<file path="src/rtl/seq_tx_pkg.sv">
// rtl/seq_tx_pkg.sv - state codes and default preamble shared by the serial transmitter and its bench
package seq_tx_pkg;

   localparam int STATE_W = 3;

   typedef enum logic [STATE_W-1:0] {
      ST_IDLE = 3'b000,
      ST_PRE  = 3'b001,
      ST_DATA = 3'b010,
      ST_PAR  = 3'b011,
      ST_GAP  = 3'b100
   } state_t;

   localparam logic [3:0] PREAMBLE_DEFAULT = 4'b1011;

endpackage

</file>
<file path="src/rtl/seq_tx_shift.sv">
// rtl/seq_tx_shift.sv - captured payload word plus loadable bit-index down-counter with done flag
module seq_tx_shift
   import seq_tx_pkg::*;
#(
   parameter int DATA_W = 8,
   parameter int CNT_W  = 3
) (
   input  logic              clk,
   input  logic              rst_n,
   input  logic [DATA_W-1:0] din,
   input  logic              word_load,
   input  logic              cnt_load,
   input  logic [CNT_W-1:0]  cnt_val,
   input  logic              cnt_dec,
   output logic [DATA_W-1:0] word,
   output logic [CNT_W-1:0]  cnt,
   output logic              done
);

   always_ff @(posedge clk) begin
      if (!rst_n) begin
         word <= '0;
         cnt  <= '0;
      end else begin
         if (word_load) begin
            word <= din;
         end
         // The counter saturates at zero; it never wraps.
         if (cnt_load) begin
            cnt <= cnt_val;
         end else if (cnt_dec && (cnt != '0)) begin
            cnt <= cnt - CNT_W'(1);
         end
      end
   end

   assign done = (cnt == '0);

endmodule

</file>
<file path="src/rtl/seq_tx.sv">
// rtl/seq_tx.sv - serial frame transmitter: preamble, MSB-first payload, optional parity, gap bit
// Even parity bit after the payload is enabled by defining SEQ_TX_PARITY_EN.
module seq_tx
   import seq_tx_pkg::*;
#(
   parameter int               DATA_W   = 8,
   parameter int               PRE_W    = 4,
   parameter logic [PRE_W-1:0] PREAMBLE = PRE_W'(PREAMBLE_DEFAULT)
) (
   input  logic               clk,
   input  logic               rst_n,
   input  logic [DATA_W-1:0]  din,
   input  logic               din_valid,
   output logic               din_ready,
   output logic               x,
   output logic               busy,
   output logic [STATE_W-1:0] state,
   output logic               c
);

   localparam int MAX_W = (PRE_W > DATA_W) ? PRE_W : DATA_W;
   localparam int CNT_W = (MAX_W > 1) ? $clog2(MAX_W) : 1;
   localparam int EXT_W = 1 << CNT_W;
   localparam logic [CNT_W-1:0] PRE_LAST  = CNT_W'(PRE_W - 1);
   localparam logic [CNT_W-1:0] DATA_LAST = CNT_W'(DATA_W - 1);

   state_t             st;
   state_t             st_nxt;
   logic               x_nxt;
   logic               word_load;
   logic               cnt_load;
   logic [CNT_W-1:0]   cnt_val;
   logic               cnt_dec;
   logic [DATA_W-1:0]  word;
   logic [CNT_W-1:0]   cnt;
   logic               done;
   logic [CNT_W-1:0]   cnt_m1;
   logic [EXT_W-1:0]   pre_ext;
   logic [EXT_W-1:0]   word_ext;

   seq_tx_shift #(
      .DATA_W (DATA_W),
      .CNT_W  (CNT_W)
   ) u_shift (
      .clk       (clk),
      .rst_n     (rst_n),
      .din       (din),
      .word_load (word_load),
      .cnt_load  (cnt_load),
      .cnt_val   (cnt_val),
      .cnt_dec   (cnt_dec),
      .word      (word),
      .cnt       (cnt),
      .done      (done)
   );

   // x is registered, so the bit computed here belongs to the state being entered.
   assign cnt_m1   = cnt - CNT_W'(1);
   assign pre_ext  = EXT_W'(PREAMBLE);
   assign word_ext = EXT_W'(word);

   always_comb begin
      st_nxt    = ST_IDLE;
      x_nxt     = 1'b0;
      word_load = 1'b0;
      cnt_load  = 1'b0;
      cnt_val   = '0;
      cnt_dec   = 1'b0;
      case (st)
         ST_IDLE: begin
            st_nxt = ST_IDLE;
            if (din_valid) begin
               st_nxt    = ST_PRE;
               word_load = 1'b1;
               cnt_load  = 1'b1;
               cnt_val   = PRE_LAST;
               x_nxt     = PREAMBLE[PRE_W-1];
            end
         end
         ST_PRE: begin
            if (done) begin
               st_nxt   = ST_DATA;
               cnt_load = 1'b1;
               cnt_val  = DATA_LAST;
               x_nxt    = word[DATA_W-1];
            end else begin
               st_nxt  = ST_PRE;
               cnt_dec = 1'b1;
               x_nxt   = pre_ext[cnt_m1];
            end
         end
         ST_DATA: begin
            if (done) begin
`ifdef SEQ_TX_PARITY_EN
               st_nxt = ST_PAR;
               x_nxt  = ^word;
`else
               st_nxt = ST_GAP;
               x_nxt  = 1'b0;
`endif
            end else begin
               st_nxt  = ST_DATA;
               cnt_dec = 1'b1;
               x_nxt   = word_ext[cnt_m1];
            end
         end
`ifdef SEQ_TX_PARITY_EN
         ST_PAR: begin
            st_nxt = ST_GAP;
         end
`endif
         ST_GAP: begin
            st_nxt = ST_IDLE;
         end
         default: begin
            st_nxt = ST_IDLE;
         end
      endcase
   end

   always_ff @(posedge clk) begin
      if (!rst_n) begin
         st <= ST_IDLE;
         x  <= 1'b0;
      end else begin
         st <= st_nxt;
         x  <= x_nxt;
      end
   end

   assign din_ready = (st == ST_IDLE) & rst_n;
   assign busy      = (st != ST_IDLE);
   assign state     = st;
   assign c         = clk;

endmodule

</file>
<file path="config.mk">
export PLATFORM = sky130hd
export DESIGN_NAME = seq_tx
export DESIGN_NICKNAME = d
export VERILOG_FILES = /design/src/rtl/seq_tx_pkg.sv /design/src/rtl/seq_tx_shift.sv /design/src/rtl/seq_tx.sv
export SDC_FILE = /design/constraint.sdc
export NUM_CORES = 1
export LEC_CHECK = 0
export BUFFER_PORTS_ARGS = -buffer_cell sky130_fd_sc_hd__buf_2
export CAP_MARGIN = 40
export CELL_PAD_IN_SITES_DETAIL_PLACEMENT = 1
export CELL_PAD_IN_SITES_GLOBAL_PLACEMENT = 1
export CORE_MARGIN = 2
export CORE_UTILIZATION = 38
export DETAILED_ROUTE_END_ITERATION = 12
export HOLD_SLACK_MARGIN = 0.03
export PLACE_DENSITY = 0.85
export SLEW_MARGIN = 20
export SYNTH_ARGS = -nofsm -noshare
export SYNTH_HDL_FRONTEND = slang
export SYNTH_SLANG_ARGS = --single-unit
</file>
<file path="constraint.sdc">
create_clock -name clk -period 2.45 [get_ports clk]
set_clock_uncertainty 0.2 [all_clocks]
set_input_delay 0.3675 -clock clk [delete_from_list [all_inputs] [get_ports clk]]
set_output_delay 0.3675 -clock clk [all_outputs]
set_load 0.01 [all_outputs]
</file>
==> metrics <==
outcome=complete, no violations; Initial Util=41.0%; global-route wire length before repair=3.31 mm; Worst Path Arrival=1.58 ns; Core Rows=16; Reg2Reg Capture Point=x; io pins=18; Reg clk slew, reported paths=0.09 ns; Synth Register Bits=15; # placed instances=135; Slew Limit Headroom=73.3%; CTS tree=yes; critical path class=clk -> out; met2 GRT Util=31.1%; DIE AREA=2530 µm²; grt ovf=0; crit-path max cell delay=0.13 ns; Placer Congestion=0.742; Starting DRT DRC Count=5; wire length per cell=12.5 µm; final wirelength=1.87 mm; n_diodes=0; met3 Use GR=3.87%; worst vdd ir=373 µV; register area share after synthesis=36.9%; Fin. Hold Viols=0; final setup violation count=0; gr busiest metal=met2; mean post-synth cell area=8.56 µm²; initial antenna violation count=0; cells after synthesis=95; vias in the first global route=772; layout cell share with drive strength beyond 1=24.4%; Hold EP=u_shift.cnt[2]; worst reg-to-reg setup slack=0.38 ns; layout net count=138; RSZ-0062 raised after global routing=false; syn nets=109; hold depth=2; maxcap violations=0; DRC viols=0; Worst Setup SP=clk; Worst Path Max Fanout=2; Crit path top cell by count=clkbuf_4; reg2reg path depth=6; yosys synthesis warning count=0; Final Instance Count excl. Fillers=150; die height=50.3 µm; DR vias=739; Netlist Area Pre-Place=813 µm²; Post-Route Setup TNS=0 ns; overall global routing resource usage=18.1%; Layout Area Growth over Synthesis=26.5%; M1 GR Usage=19.6%; pin count of the biggest net entering global routing=11; Port Buf Inserts=17; DP Area=900 µm²; clk_lat worst skew=0.39 ns; worst-path cell chain=clkbuf_4, clkbuf_4, buf_2; leakage=0.462 nW; core area=1980 µm²; max-slew violations=0; Worst Path Required=1.88 ns; Final WS setup=0.305 ns; hold wc startpoint=rst_n; Power Dens Cells=739 nW/µm²; type of origin of the critical path=clock port; Core Util, Final=51.9%; CP endpoint kind=output port; R2R Path Start=u_shift.cnt[0]; Slew @ Worst Pin=0.396 ns; Distinct cells, synth=34; Setup WS pre-CTS=0.353 ns; Worst Hold Class=in -> reg; HPWL Detailed=1.36 mm; cell area after layout=1030 µm²; DR pass1 iterations=3; ANT nets after route=0; slowest cell on the critical path=buf_2; Die Width=50.3 µm; post-DR vias/cell=4.93
layout make-up:
| type | count | area [µm²] |
|---|---|---|
| fill | 239 | 953 |
| multi-input combinational | 71 | 458 |
| sequential | 15 | 300 |
| timing repair buffer | 25 | 168 |
| clock buffer | 8 | 53.8 |
| tap | 27 | 33.8 |
| inverter | 4 | 15.0 |
sequential cells by signal (all words and copies together), names as in the netlist:
name and flops:
u_shift.cnt 3, x 1, state 3, u_shift.word 8
repair_timing:
item,CTS,global route
buffers inserted,0,0
hold buffers,8,0
resized for setup,0,0
setup endpoints to repair,0,0
hold endpoints to repair,8,0
placed cells by master, fill, tap and decap left out, types with 2 or more instances in the layout:
master         Yosys  final
a21oi_1           10     10
mux4_2             2      2
clkbuf_4           0      6
dfxtp_1           15     15
buf_2              1     17
nand2_1           21     21
o211a_1            2      2
ha_1               3      3
nand2b_1           4      4
nor3_1             4      4
dlygate4sd3_1      0      8
inv_1              3      3
nor2_1             6      6
critical path: cells and delay by family:
kind                   cells  cell delay, ns
buffers and inverters      3            0.35
cell families after synthesis:
logic type | count (synthesis) | synth area share [%]
and+or+nand+nor | 44 | 27.8
buffers and inverters | 9 | 6.77
xor gates and xnor gates | 1 | 1.08
adders and majority gates | 3 | 4.62
muxes | 2 | 5.54
DFF | 15 | 36.9
AOI/OAI and AO/OA | 21 | 17.2
routing by layer:
metal	up-vias	routed length, µm
li1	380	-
met1	342	799
met2	14	988
met3	3	57
met4	0	24
met5	-	0
cells in the mapped netlist:
cell,instances,area share (%)
buf_4,1,0.92
dfxtp_1,15,37
nor2_2,1,0.77
nor2_1,6,2.8
o21bai_1,1,0.92
buf_2,1,0.61
buf_6,2,2.8
mux4_2,2,5.5
xor2_1,1,1.1
nand2_1,21,9.7
o21a_1,1,0.92
a21boi_0,1,0.92
o21ai_0,1,0.61
and3b_1,1,1.1
inv_1,3,1.4
o31a_1,1,1.1
nand3b_1,1,0.92
nor3b_1,1,0.92
clkinv_1,1,0.46
o32a_2,1,1.4
nand3_1,1,0.61
nand2b_1,4,3.1
a21oi_1,10,6.2
a31oi_1,1,0.77
nor4b_4,1,2.9
and2_1,1,0.77
and2b_2,1,1.1
o221ai_1,1,1.1
o211a_1,2,2.5
clkbuf_2,1,0.61
a21o_1,1,0.92
nor2b_1,1,0.77
nor3_1,4,2.5
ha_1,3,4.6
per-stage QoR:
stage                     power [mW]  hold slack, ns
after floorplan                0.504           0.233
after global placement         0.535           0.246
after detailed placement       0.546           0.249
after CTS                      0.779          0.0317
after global routing           0.820          0.0310
final                          0.760          0.0478
report_power, final:
group / internal [mW] / leakage (nW) / switching [mW]
clock: 0.128 / 0.0327 / 0.109
combinational: 0.110 / 0.306 / 0.108
sequential: 0.272 / 0.124 / 0.0338
how the worst max path moves through the flow:
stage,depth (start not counted),to
final,3,c
after global routing,6,x
after detailed placement,6,x
after CTS,3,c
after global placement,6,x
after floorplan,6,x
(Power assumes the default switching activity.)
